--- src/rtl/ann_operand_sequencer.sv ---
// Assembles serial words into neuron operands, holds them SETTLE_CYCLES, then captures y_i (last word to res_valid = SETTLE_CYCLES edges).
// in_ready is high only while loading; a held result stalls intake. ANN_KEEP_WEIGHTS_EN enables A/B-only reloads with retained weights.
module ann_operand_sequencer #(
  parameter int WIDTH         = 32,
  parameter int SETTLE_CYCLES = 2
) (
  input  logic             clk,
  input  logic             rst_n,
  input  logic [WIDTH-1:0] in_data,
  input  logic             in_valid,
  output logic             in_ready,
  input  logic             weight_reload,
  output logic [WIDTH-1:0] a_o,
  output logic [WIDTH-1:0] b_o,
  output logic [WIDTH-1:0] dw1_o,
  output logic [WIDTH-1:0] dw2_o,
  output logic [WIDTH-1:0] dw3_o,
  input  logic [WIDTH-1:0] y_i,
  output logic [WIDTH-1:0] res_data,
  output logic             res_valid,
  input  logic             res_ready
);

  localparam logic [1:0] ST_LOAD   = 2'd0;
  localparam logic [1:0] ST_SETTLE = 2'd1;
  localparam logic [1:0] ST_OUTPUT = 2'd2;
  localparam logic [3:0] CNT_LAST  = 4'(SETTLE_CYCLES - 1);

  logic [1:0]       state_q, state_d;
  logic [2:0]       idx_q, idx_d;
  logic [3:0]       cnt_q, cnt_d;
  logic [WIDTH-1:0] a_q, a_d, b_q, b_d;
  logic [WIDTH-1:0] dw1_q, dw1_d, dw2_q, dw2_d, dw3_q, dw3_d;
  logic [WIDTH-1:0] res_data_q, res_data_d;
  logic             res_valid_q, res_valid_d;
  logic             in_ready_q, in_ready_d;
  logic             in_accept;
  logic [2:0]       last_idx;

`ifdef ANN_KEEP_WEIGHTS_EN
  logic wl_q, wl_d, short_q, short_d, short_now;
  // The short/full decision is taken at the index-0 accept and held for the rest of the load.
  assign short_now = (idx_q == 3'd0) ? (wl_q && !weight_reload) : short_q;
  assign last_idx  = short_now ? 3'd1 : 3'd4;
`else
  logic unused_weight_reload;
  assign unused_weight_reload = weight_reload;
  assign last_idx = 3'd4;
`endif

  assign in_accept = in_valid && in_ready_q;

  always_comb begin
    state_d     = state_q;
    idx_d       = idx_q;
    cnt_d       = cnt_q;
    a_d         = a_q;
    b_d         = b_q;
    dw1_d       = dw1_q;
    dw2_d       = dw2_q;
    dw3_d       = dw3_q;
    res_data_d  = res_data_q;
    res_valid_d = res_valid_q;
`ifdef ANN_KEEP_WEIGHTS_EN
    wl_d        = wl_q;
    short_d     = short_q;
`endif
    case (state_q)
      ST_LOAD: begin
        if (in_accept) begin
          case (idx_q)
            3'd0:    a_d   = in_data;
            3'd1:    b_d   = in_data;
            3'd2:    dw1_d = in_data;
            3'd3:    dw2_d = in_data;
            default: dw3_d = in_data;
          endcase
`ifdef ANN_KEEP_WEIGHTS_EN
          if (idx_q == 3'd0) short_d = short_now;
`endif
          if (idx_q == last_idx) begin
            state_d = ST_SETTLE;
            idx_d   = 3'd0;
            cnt_d   = 4'd0;
`ifdef ANN_KEEP_WEIGHTS_EN
            if (!short_now) wl_d = 1'b1;
`endif
          end else begin
            idx_d = idx_q + 3'd1;
          end
        end
      end
      ST_SETTLE: begin
        cnt_d = cnt_q + 4'd1;
        if (cnt_q == CNT_LAST) begin
          res_data_d  = y_i;
          res_valid_d = 1'b1;
          state_d     = ST_OUTPUT;
        end
      end
      ST_OUTPUT: begin
        if (res_ready && res_valid_q) begin
          res_valid_d = 1'b0;
          state_d     = ST_LOAD;
        end
      end
      default: state_d = ST_LOAD;
    endcase
    // Registered so in_ready stays low through reset and has no path from in_valid/res_ready.
    in_ready_d = (state_d == ST_LOAD);
  end

  always_ff @(posedge clk or negedge rst_n) begin
    if (!rst_n) begin
      state_q     <= ST_LOAD;
      idx_q       <= 3'd0;
      cnt_q       <= 4'd0;
      a_q         <= '0;
      b_q         <= '0;
      dw1_q       <= '0;
      dw2_q       <= '0;
      dw3_q       <= '0;
      res_data_q  <= '0;
      res_valid_q <= 1'b0;
      in_ready_q  <= 1'b0;
`ifdef ANN_KEEP_WEIGHTS_EN
      wl_q        <= 1'b0;
      short_q     <= 1'b0;
`endif
    end else begin
      state_q     <= state_d;
      idx_q       <= idx_d;
      cnt_q       <= cnt_d;
      a_q         <= a_d;
      b_q         <= b_d;
      dw1_q       <= dw1_d;
      dw2_q       <= dw2_d;
      dw3_q       <= dw3_d;
      res_data_q  <= res_data_d;
      res_valid_q <= res_valid_d;
      in_ready_q  <= in_ready_d;
`ifdef ANN_KEEP_WEIGHTS_EN
      wl_q        <= wl_d;
      short_q     <= short_d;
`endif
    end
  end

  assign in_ready  = in_ready_q;
  assign a_o       = a_q;
  assign b_o       = b_q;
  assign dw1_o     = dw1_q;
  assign dw2_o     = dw2_q;
  assign dw3_o     = dw3_q;
  assign res_data  = res_data_q;
  assign res_valid = res_valid_q;

endmodule

--- config.mk ---
export PLATFORM = sky130hd
export DESIGN_NAME = ann_operand_sequencer
export DESIGN_NICKNAME = d
export VERILOG_FILES = /design/src/rtl/ann_operand_sequencer.sv
export SDC_FILE = /design/constraint.sdc
export NUM_CORES = 1
export LEC_CHECK = 0
export ABC_CLOCK_PERIOD_IN_PS = 1800
export CORE_ASPECT_RATIO = 0.8
export CORE_MARGIN = 10
export CORE_UTILIZATION = 55
export CTS_BUF_LIST = sky130_fd_sc_hd__clkbuf_4 sky130_fd_sc_hd__clkbuf_8 sky130_fd_sc_hd__clkbuf_16
export DETAILED_ROUTE_END_ITERATION = 7
export DONT_BUFFER_PORTS = 1
export PLACE_DENSITY_LB_ADDON = 0.15
export SYNTH_ARGS = -nofsm -noshare
export SYNTH_HDL_FRONTEND = slang
export SYNTH_SLANG_ARGS = --single-unit
--- constraint.sdc ---
create_clock -name clk -period 1.8 [get_ports clk]
set_input_delay 0.18 -clock clk [delete_from_list [all_inputs] [get_ports clk]]
set_output_delay 0.18 -clock clk [all_outputs]
set_load 0.05 [all_outputs]
; ---- Yosys cells after proc, flatten, opt, wreduce, memory -nomap -nowiden
; Cells that the tools add are included.
[op_classes]
eq_ne = 11
bitwise_logic = 1
muxes = 12
reduce_logical = 17
add_sub_neg = 2
[ops]
columns = operator, n
row1 = 3-bit AND reduction, 7
row2 = 2-bit 2-to-1 mux, 4
row3 = 4-bit 2-to-1 mux, 2
row4 = "2-bit inequality test, second input constant", 4
row5 = 4-bit one-hot mux with 2 select lines, 1
row6 = "3-bit by 2-bit equality test with 1-bit output, second input constant", 2
row7 = 2-bit one-hot mux with 3 select lines, 1
row8 = "4-bit by 1-bit adder with 4-bit output, second input constant", 1
row9 = "4-bit by 1-bit equality test with 1-bit output, second input constant", 1
row10 = 2-bit zero test, 2
row11 = 2-bit AND reduction, 2
row12 = 2-bit nonzero test, 2
row13 = 4-bit OR reduction, 1
row14 = "3-bit by 1-bit adder with 3-bit output, second input constant", 1
row15 = "3-bit by 1-bit equality test with 1-bit output, second input constant", 1
row16 = "3-bit equality test, second input constant", 1
row17 = 3-bit zero test, 1
row18 = 3-bit 2-to-1 mux, 1
row19 = "2-bit by 1-bit equality test with 1-bit output, second input constant", 1
row20 = "2-bit equality test, second input constant", 1
row21 = 1-bit logical AND, 2
row22 = 1-bit 2-to-1 mux, 2
row23 = 1-bit one-hot mux with 2 select lines, 1
row24 = 1-bit NOT, 1
[word_totals]
in_bits = 69
out_inout_bits = 194
ff_bits = 203

; ---- Depth between registers and ports, before layout
; Gate-level depths: netlist of run 1.
[logic_depth]
depth_word = 5
ltp_mapped = 6

; ---- Least setup slack after synthesis of run 1
; No wires, ideal clock.
[synth_path]
path_kind = register to register
from = register in_ready_q, in the netlist in_ready
to = register b_q[0], in the netlist b_o[0]
setup_slack_ns = 0.023
path_stages_with_launch = 6
setup_ns = 0.125
t_arrival_ns = 1.652
cell_sequence = dfrtp_1 > and4bb_1 > buf_4 > nand3_4 > buf_6 > mux2_4
[synth_via]
elab_chain_cells = 2
[synth_lines]
columns = item, line
row1 = start: declaration, 36  ; logic in_ready_q, in_ready_d;
row2 = start signal: assignment, 141  ; in_ready_q <= in_ready_d;
row3 = 1-bit logical AND, 51  ; assign in_accept = in_valid && in_ready_q;
row4 = 3-bit AND reduction (no line), -
row5 = end signal: assignment, 119  ; b_q <= '0;
row6 = end signal: assignment, 135  ; b_q <= b_d;
row7 = end: declaration, 32  ; logic [WIDTH-1:0] a_q, a_d, b_q, b_d;
; No other way between the ends.
; A chain may end at the register's enable or synchronous reset.

; ---- Worst setup path in the final report of run 1
[layout_path]
from = register state_q[0]
to = register dw1_q[6], in the netlist dw1_o[6]
[layout_via]
elab_chain_cells = 2
[layout_lines]
columns = item, line
row1 = start: declaration, 29  ; logic [1:0] state_q, state_d;
row2 = start signal: assignment, 131  ; state_q <= state_d;
row3 = 2-bit zero test, 68  ; case (state_q)
row4 = 3-bit AND reduction (no line), -
row5 = end signal: assignment, 136  ; dw1_q <= dw1_d;
row6 = end: declaration, 33  ; logic [WIDTH-1:0] dw1_q, dw1_d, dw2_q, dw2_d, dw3_q, dw3_d;
; No other way between the ends.

==> results of run 1 <==
==> layer usage <==
metal / up-vias / wire [um] / global-route usage, % / part of all wire [%]
met1: 2177 / 6900 / 21.3 / 37
met4: 0 / 425 / 4.83 / 2.3
met3: 30 / 2550 / 10.5 / 14
met2: 190 / 8750 / 29.9 / 47
li1: 1822 / - / - / -
met5: - / 0 / 0 / 0
==> registers in the layout, summed over array words and instances (netlist names) <==
name and cells:
idx_q 3, dw1_o 32, dw3_o 32, in_ready 1, b_o 32, dw2_o 32, res_data 32, a_o 32
res_valid 1, cnt_q 4, state_q 2
==> final cells by class <==
class / count / area, um^2
flip-flops and latches: 203 / 5080
multi-input cells: 239 / 2620
well taps: 180 / 225
clock buffers: 29 / 604
clock inverters: 4 / 23.8
fillers: 937 / 4370
repair buffers: 81 / 850
inverters: 5 / 18.8
==> per-stage QoR <==
stage,instances,setup slack [ps]
after global placement,643,150
after global routing,741,3.02
final,741,123
after detailed placement,643,75.3
after CTS,741,68.1
after floorplan,467,23.2
==> placed cells by master (no fill, tap or decap), types with 6 or more instances in the layout <==
cell type	n
sky130_fd_sc_hd__dlygate4sd3_1	65
sky130_fd_sc_hd__clkbuf_16	21
sky130_fd_sc_hd__dfrtp_1	203
sky130_fd_sc_hd__mux2_2	157
sky130_fd_sc_hd__mux2_4	30
sky130_fd_sc_hd__ha_1	7
sky130_fd_sc_hd__buf_12	6
sky130_fd_sc_hd__buf_4	9
==> worst paths after layout <==
check,slack (ps),cells after the start,to,start
setup / recovery,120,4,dw1_o[6]$_DFFE_PN0P_,state_q[0]$_DFF_PN0_
hold / removal,-600,0,dw3_o[19]$_DFFE_PN0P_,rst_n
setup reg to reg,120,4,dw1_o[6]$_DFFE_PN0P_,state_q[0]$_DFF_PN0_
hold reg to reg,550,1,cnt_q[0]$_DFFE_PN0P_,cnt_q[0]$_DFFE_PN0P_
max in group asynchronous,2240,0,res_data[10]$_DFFE_PN0P_,rst_n
min in group clk,90,3,cnt_q[3]$_DFFE_PN0P_,in_valid
==> worst max-delay path: stages (launching register included) <==
cell and delay, ps:
sky130_fd_sc_hd__dfrtp_1 370, sky130_fd_sc_hd__and4bb_1 520, sky130_fd_sc_hd__nand3_2 160, sky130_fd_sc_hd__buf_12 200
sky130_fd_sc_hd__mux2_2 280
==> logic make-up (layout without fill, tap and decap cells) <==
family          count (synthesis)  after routing  synth area share, %
simple gates                   26             26                 2.04
flops                         203            203                 64.6
buf+inv                        25            119                 2.12
compound gates                 13             13                 1.02
fa+ha+maj                       7              7                 1.11
mux                           192            192                 28.9
xor+xnor                        1              1                0.111
==> repair_timing <==
| item | in CTS | in global routing |
|---|---|---|
| gates resized for setup | 0 | 1 |
| setup endpoints to repair | 0 | 20 |
| hold endpoints to repair | 398 | 203 |
==> flow_summary_export.csv, run 1 <==
group,metric,value,unit
status,run_status,"finished, violations left",
status,violated_checks,"negative hold slack",
sta,setup_tns,0,ps
routing,drt-vias-per-instance,5.69,
setup_path,setup.worst_path.end_class,"flip-flop",
clocking,path_clk_slew,60,ps
routing,route.final.wire_length,18600,um
sta,fmax,596,MHz
yosys,post-synth-top-area-fraction,64.6,%
routing,detail_route.drc_violations,0,
layout,final_layout_size_suffix_gt1_share,43.0,%
layout,design.final.nets,626,
yosys,post_synth_main_area_contributors,"sky130_fd_sc_hd__dfrtp_1, sky130_fd_sc_hd__mux2_2, sky130_fd_sc_hd__mux2_4",
yosys,syn_inst,467,
yosys,synthesis.yosys.warnings,0,
sta,timing_hold_violations_final,203,
routing,ant_nets,0,
placed_design,postPlaceCellArea,8140,um^2
setup_path,critPathArrivalTime,2040,ps
yosys,post_synth_edffs,0,
layout,final_area,9420,um^2
routing,drt-wirelength-per-cell,25.1,um
clocking,insertion_delay,480,ps
clocking,htree_levels,1,
floorplan,floorplan.initialDensity,57.0,%
routing,detail_route.iter0.violations,184,
setup_path,required_time_of_the_critical_path,2160,ps
clocking,cts_inserted_buffers,20,
layout,syn2layout_area_growth,19.9,%
routing,drt_first_pass_iters,4,
layout,n_antenna_cell,0,
grt,grt.total_usage,18.7,%
sta,finalCritPeriodShare,93.2,%
clocking,cts.sinks,203,
yosys,ys_top_cells_by_count,"sky130_fd_sc_hd__dfrtp_1, sky130_fd_sc_hd__mux2_2, sky130_fd_sc_hd__mux2_4",
min_path,min_path_type,"input port to asynchronous set/reset pin",
yosys,post-synth-top-area-cell,"sky130_fd_sc_hd__dfrtp_1",
clocking,cts_buffer_depth,3,
grt,largest_net_degree_at_the_start_of_global_routing,204,
grt,wire_length_of_the_first_global_routing_pass,29200,um
yosys,synthFlopType,"sky130_fd_sc_hd__dfrtp_1",
setup_path,critPathLaunchType,"flip-flop",
sta,period_minus_slack,1680,ps
yosys,async_flop_share,100,%
placed_design,dp_hpwl,12500,um
grt,antenna_found_initial,0,
routing,detailroute.via_count,4219,
grt,first_global_vias,4592,
sta,fin_hold_ws,-605,ps
clocking,post-cts-setup-buffer-count,0,
sta,maxSlewHeadroom,63.4,%
yosys,ys_types,29,
run,max-cap-violations,0,
setup_path,worst-path-max-fanout,23,
yosys,seq_area_frac_synth,64.6,%
floorplan,dieHeight,127,um
floorplan,floorplan.die.width,154,um
yosys,synthesis.area_per_instance,16.8,um^2
floorplan,core_region_area,13800,um^2
grt,grt_overflow,0,
clocking,tritoncts,"yes",
floorplan,num_rows,38,
layout,finish.utilization,68.3,%
sta,grt_setup_unrepaired,"no",
clocking,clockRootBuffer,"sky130_fd_sc_hd__clkbuf_16",
yosys,syn-num-nets,543,
clocking,ctsHoldBuffers,65,
setup_path,path_class,"flip-flop to flip-flop",
yosys,synth-seq-cells,203,
placed_design,place_congestion,0.756,
floorplan,die_area,19500,um^2
sta,finClkSkew,9.35,ps
sta,report.final.slew_viol_count,0,
floorplan,floorplan.io_pins,263,
sta,max_slew.worst_pin.slew,549,ps
yosys,yosys.cell_count.top_type,"sky130_fd_sc_hd__dfrtp_1",
yosys,synth_area,7860,um^2
sta,timing.final.setup_violations,0,
placed_design,portBuffers,0,
Power of run 1 is not shown: default switching activity piles up to over one toggle a cycle in this logic, so the estimate is an artifact.
==> inputs of run 2 (changes only) <==
--- a/config.mk
+++ b/config.mk
@@ -10,6 +10,7 @@
 export CORE_MARGIN = 10
 export CORE_UTILIZATION = 55
 export CTS_BUF_LIST = sky130_fd_sc_hd__clkbuf_4 sky130_fd_sc_hd__clkbuf_8 sky130_fd_sc_hd__clkbuf_16
+export CTS_CLUSTER_DIAMETER = 30
 export DETAILED_ROUTE_END_ITERATION = 7
 export DONT_BUFFER_PORTS = 1
 export PLACE_DENSITY_LB_ADDON = 0.15
==> run 2 against run 1 <==
The flow still finishes with violations (negative hold slack). Worst setup slack worse by 3.4 ps. Hold slack better by 10 ps. Sequential share of layout area down 2.9 points. Critical path depth unchanged. Highest routed layer unchanged.
==> flow_summary_export.csv, run 2 (same netlist as run 1, synthesis figures left out) <==
group,metric,value,unit
floorplan,floorplan.io_pins,263,
sta,timing.final.setup_violations,0,
setup_path,critPathLaunchType,"flip-flop",
status,violated_checks,"negative hold slack",
setup_path,worst-path-max-fanout,9,
floorplan,die_area,19500,um^2
sta,report.final.slew_viol_count,0,
grt,largest_net_degree_at_the_start_of_global_routing,204,
setup_path,path_class,"flip-flop to flip-flop",
grt,antenna_found_initial,0,
floorplan,num_rows,38,
clocking,htree_levels,2,
setup_path,slowest_delay,520,ps
routing,drt-vias-per-instance,5.57,
clocking,cts.sinks,203,
min_path,min_path_type,"input port to asynchronous set/reset pin",
sta,fmax,595,MHz
routing,route.final.wire_length,19300,um
routing,detail_route.drc_violations,0,
routing,drt-wirelength-per-cell,25.1,um
sta,fin_hold_ws,-594,ps
routing,detailroute.via_count,4292,
floorplan,core_region_area,13800,um^2
sta,max_slew.worst_pin.slew,553,ps
grt,grt_overflow,0,
floorplan,floorplan.initialDensity,57.0,%
grt,wire_length_of_the_first_global_routing_pass,30200,um
layout,mostFrequentLayoutCells,"sky130_fd_sc_hd__dfrtp_1, sky130_fd_sc_hd__mux2_2, sky130_fd_sc_hd__dlygate4sd3_1, sky130_fd_sc_hd__clkbuf_16, sky130_fd_sc_hd__mux2_4",
clocking,cts_inserted_buffers,35,
clocking,post-cts-setup-buffer-count,0,
sta,finClkSkew,18.1,ps
clocking,tritoncts,"yes",
floorplan,floorplan.die.width,154,um
placed_design,dp_hpwl,12500,um
placed_design,place_congestion,0.756,
setup_path,required_time_of_the_critical_path,2150,ps
layout,multi_input_gate_area_in_the_final_layout,2620,um^2
setup_path,critPathArrivalTime,2030,ps
clocking,insertion_delay,480,ps
layout,layout_commonest_cell,"sky130_fd_sc_hd__dfrtp_1",
layout,sequential_cell_area,5080,um^2
sta,setup_tns,0,ps
routing,ant_nets,0,
layout,n_antenna_cell,0,
grt,first_global_vias,4836,
layout,final_layout_size_suffix_gt1_share,45.8,%
clocking,clockRootBuffer,"sky130_fd_sc_hd__clkbuf_16",
grt,grt.total_usage,19.4,%
placed_design,portBuffers,0,
clocking,ctsHoldBuffers,65,
run,max-cap-violations,0,
sta,timing_hold_violations_final,203,
status,run_status,"finished, violations left",
setup_path,setup.worst_path.end_class,"flip-flop",
clocking,cts_buffer_depth,3,
setup_path,crit_path_cell_trace,"and4bb_1, nand3_2, buf_4, mux2_2",
layout,design.final.nets,641,
routing,detail_route.iter0.violations,193,
layout,fillerInstances,894,
sta,maxSlewHeadroom,63.2,%
layout,syn2layout_area_growth,26.8,%
setup_path,critPathSlowestCell,"sky130_fd_sc_hd__and4bb_1",
clocking,path_clk_slew,50,ps
routing,drt_first_pass_iters,4,
sta,finalCritPeriodShare,93.3,%
sta,period_minus_slack,1680,ps
floorplan,dieHeight,127,um
sta,grt_setup_unrepaired,"no",
==> run 2: cell count changes in the layout (fill, tap and decap cells not counted), sizes merged <==
cell      delta
bufinv       +2
clkinv       +4
inv          +3
clkinvlp     +5
clkbuf      +15
==> run 2: worst paths after layout <==
check | startpoint | to | slack, ps | depth (start not counted)
min in group clk | in_valid | cnt_q[0]$_DFFE_PN0P_ | 120 | 3
max in group asynchronous | rst_n | res_data[9]$_DFFE_PN0P_ | 2060 | 0
min reg2reg | cnt_q[0]$_DFFE_PN0P_ | cnt_q[0]$_DFFE_PN0P_ | 550 | 1
min | rst_n | dw3_o[19]$_DFFE_PN0P_ | -590 | 0
max | state_q[0]$_DFF_PN0_ | dw1_o[21]$_DFFE_PN0P_ | 120 | 4
max reg2reg | state_q[0]$_DFF_PN0_ | dw1_o[21]$_DFFE_PN0P_ | 120 | 4
==> run 2: metal layers <==
metal / vias to the layer above / share of wire (%) / GRT usage, % / routed length [um]
li1: 1865 / - / - / -
met1: 2204 / 37 / 21.6 / 7090
met5: - / 0 / 0 / 0
met4: 0 / 1.9 / 5.55 / 365
met3: 25 / 14 / 11.7 / 2610
met2: 198 / 48 / 31.0 / 9220
==> run 2: per-stage QoR <==
step	area (um^2)	setup WS [ps]	util, %	instances
floorplan	7860	23.2	-	467
global placement	8140	150	59.0	643
detailed placement	8140	75.3	59.0	643
CTS	9960	57.1	72.2	770
global route	9960	10.8	72.3	770
finish	9960	120	72.3	770
==> run 2: timing repair <==
action / in CTS / in global routing
hold endpoints to repair: 398 / 203
resized for setup: 0 / 1
setup endpoints to repair: 0 / 28
==> run 2: layout make-up <==
| class | count | share of cell area, % |
|---|---|---|
| Clock buffer | 44 | 9.95 |
| Clock inverter | 18 | 1.77 |
| Inverter | 5 | 0.188 |
| Multi-Input combinational cell | 239 | 26.3 |
| Sequential cell | 203 | 51.0 |
| Tap cell | 180 | 2.26 |
| Timing Repair Buffer | 81 | 8.53 |
==> run 2: critical path: cells and delay by family (launching register included) <==
kind / cells / cell delay [ps]
DFF: 1 / 360
buffers and inverters: 1 / 220
and+or+nand+nor: 2 / 680
muxes: 1 / 290
Power of run 2 is left out for the same reason.
==> inputs of run 3 (changes only) <==
--- a/config.mk
+++ b/config.mk
@@ -7,7 +7,7 @@
 export LEC_CHECK = 0
 export ABC_CLOCK_PERIOD_IN_PS = 1800
 export CORE_ASPECT_RATIO = 0.8
-export CORE_MARGIN = 10
+export CORE_MARGIN = 5
 export CORE_UTILIZATION = 55
 export CTS_BUF_LIST = sky130_fd_sc_hd__clkbuf_4 sky130_fd_sc_hd__clkbuf_8 sky130_fd_sc_hd__clkbuf_16
 export CTS_CLUSTER_DIAMETER = 30
==> run 3 against run 2 <==
Design area grew 0.60%. Global-route usage increased by 1.6 points. The flow still finishes with violations (negative hold slack). Flip-flop and latch count is the same. Highest routed layer unchanged. Via count down 0.26%. Fmax is 0.63% lower. Cell count rose by 0.78%.
==> flow_summary_export.csv, run 3 (same netlist as run 1, synthesis figures left out) <==
group,metric,value,unit
layout,final_layout_size_suffix_gt1_share,46.0,%
sta,grt_setup_unrepaired,"no",
grt,grt.total_usage,21.1,%
placed_design,placed_cells,646,
routing,route.final.wire_length,17800,um
setup_path,path_class,"flip-flop to flip-flop",
floorplan,num_rows,39,
routing,drt-wirelength-per-cell,23.0,um
setup_path,slowest_delay,490,ps
floorplan,floorplan.die.width,144,um
grt,grt_overflow,0,
setup_path,crit_path_cell_trace,"and4bb_1, nand3_2, buf_4, mux2_2",
clocking,htree_levels,2,
clocking,cts.sinks,203,
clocking,cts_inserted_buffers,36,
setup_path,worst-path-max-fanout,15,
clocking,insertion_delay,490,ps
sta,timing_hold_violations_final,203,
sta,period_minus_slack,1690,ps
setup_path,critPathLaunchType,"flip-flop",
sta,maxSlewHeadroom,63.2,%
layout,design.final.nets,641,
setup_path,critPathSlowestCell,"sky130_fd_sc_hd__and4bb_1",
setup_path,critPathArrivalTime,2050,ps
sta,timing.final.ws_setup,109,ps
grt,antenna_found_initial,0,
placed_design,portBuffers,0,
floorplan,floorplan.io_pins,263,
run,max-cap-violations,0,
setup_path,regToRegSetupSlack,110,ps
placed_design,dp_hpwl,11000,um
min_path,min_path_type,"input port to asynchronous set/reset pin",
placed_design,post-place-ws,81.9,ps
clocking,post-cts-setup-buffer-count,0,
sta,fin_hold_ws,-606,ps
sta,fmax,591,MHz
layout,syn2layout_area_growth,27.5,%
grt,largest_net_degree_at_the_start_of_global_routing,204,
clocking,tritoncts,"yes",
routing,detailroute.via_count,4281,
sta,setup_tns,0,ps
sta,timing.final.setup_violations,0,
status,violated_checks,"negative hold slack",
routing,detail_route.drc_violations,0,
clocking,ctsHoldBuffers,65,
floorplan,core_region_area,14200,um^2
placed_design,place_congestion,0.752,
grt,wire_length_of_the_first_global_routing_pass,27400,um
floorplan,floorplan.initialDensity,55.5,%
floorplan,dieHeight,117,um
routing,detail_route.iter0.violations,127,
clocking,cts_buffer_depth,3,
clocking,clockRootBuffer,"sky130_fd_sc_hd__clkbuf_16",
clocking,path_clk_slew,50,ps
sta,finClkSkew,18.0,ps
routing,drt_first_pass_iters,4,
routing,drt-vias-per-instance,5.52,
sta,report.final.slew_viol_count,0,
status,run_status,"finished, violations left",
layout,post_layout_nonfiller_instances,776,
setup_path,required_time_of_the_critical_path,2160,ps
layout,mostFrequentLayoutCells,"sky130_fd_sc_hd__dfrtp_1, sky130_fd_sc_hd__mux2_2, sky130_fd_sc_hd__dlygate4sd3_1, sky130_fd_sc_hd__clkbuf_16, sky130_fd_sc_hd__mux2_4",
setup_path,setup.worst_path.end_class,"flip-flop",
floorplan,die_area,16800,um^2
sta,finalCritPeriodShare,93.9,%
grt,first_global_vias,4824,
layout,layout_commonest_cell,"sky130_fd_sc_hd__dfrtp_1",
sta,max_slew.worst_pin.slew,553,ps
routing,ant_nets,0,
## run 3: per-layer routing
layer | GRT usage, % | wire length, um | share of wire [%]
met1 | 25.4 | 6680 | 37
met2 | 33.9 | 8780 | 49
met3 | 9.87 | 2090 | 12
met4 | 7.09 | 277 | 1.6
met5 | 0 | 0 | 0
## run 3: worst paths after layout
| kind | start | end | depth (start not counted) |
|---|---|---|---|
| max in group asynchronous | rst_n | dw1_o[17]$_DFFE_PN0P_ | 0 |
| hold / removal | rst_n | dw3_o[12]$_DFFE_PN0P_ | 0 |
| setup / recovery | state_q[0]$_DFF_PN0_ | a_o[19]$_DFFE_PN0P_ | 4 |
| setup reg to reg | state_q[0]$_DFF_PN0_ | a_o[19]$_DFFE_PN0P_ | 4 |
| hold reg to reg | cnt_q[0]$_DFFE_PN0P_ | cnt_q[0]$_DFFE_PN0P_ | 1 |
| min in group clk | in_valid | cnt_q[0]$_DFFE_PN0P_ | 3 |
## run 3: critical path, delay by kind of cell (launching register included)
| kind | cells | cell delay, ps |
|---|---|---|
| flops | 1 | 380 |
| mux | 1 | 290 |
| buf+inv | 1 | 250 |
| simple gates | 2 | 660 |
## run 3: stage by stage
stage                     util [%]  cell area [um^2]
after global routing          70.8             10000
after detailed placement      57.6              8150
final                         70.8             10000
after floorplan                  -              7860
after global placement        57.6              8150
after CTS                     70.8             10000
## run 3: what timing repair did
item | in CTS | in global routing
setup endpoints to repair | 0 | 14
endpoints found under the hold margin | 398 | 203
resized for setup | 0 | 1
## run 3: layout make-up
cell class | instances | area (um^2)
Sequential cell | 203 | 5080
Fill cell | 924 | 4130
Multi-Input combinational cell | 239 | 2630
Clock buffer | 43 | 996
Timing Repair Buffer | 80 | 851
Tap cell | 184 | 230
Clock inverter | 21 | 218
Inverter | 5 | 18.8
Antenna cell | 1 | 2.50
Power of run 3 is left out for the same reason.
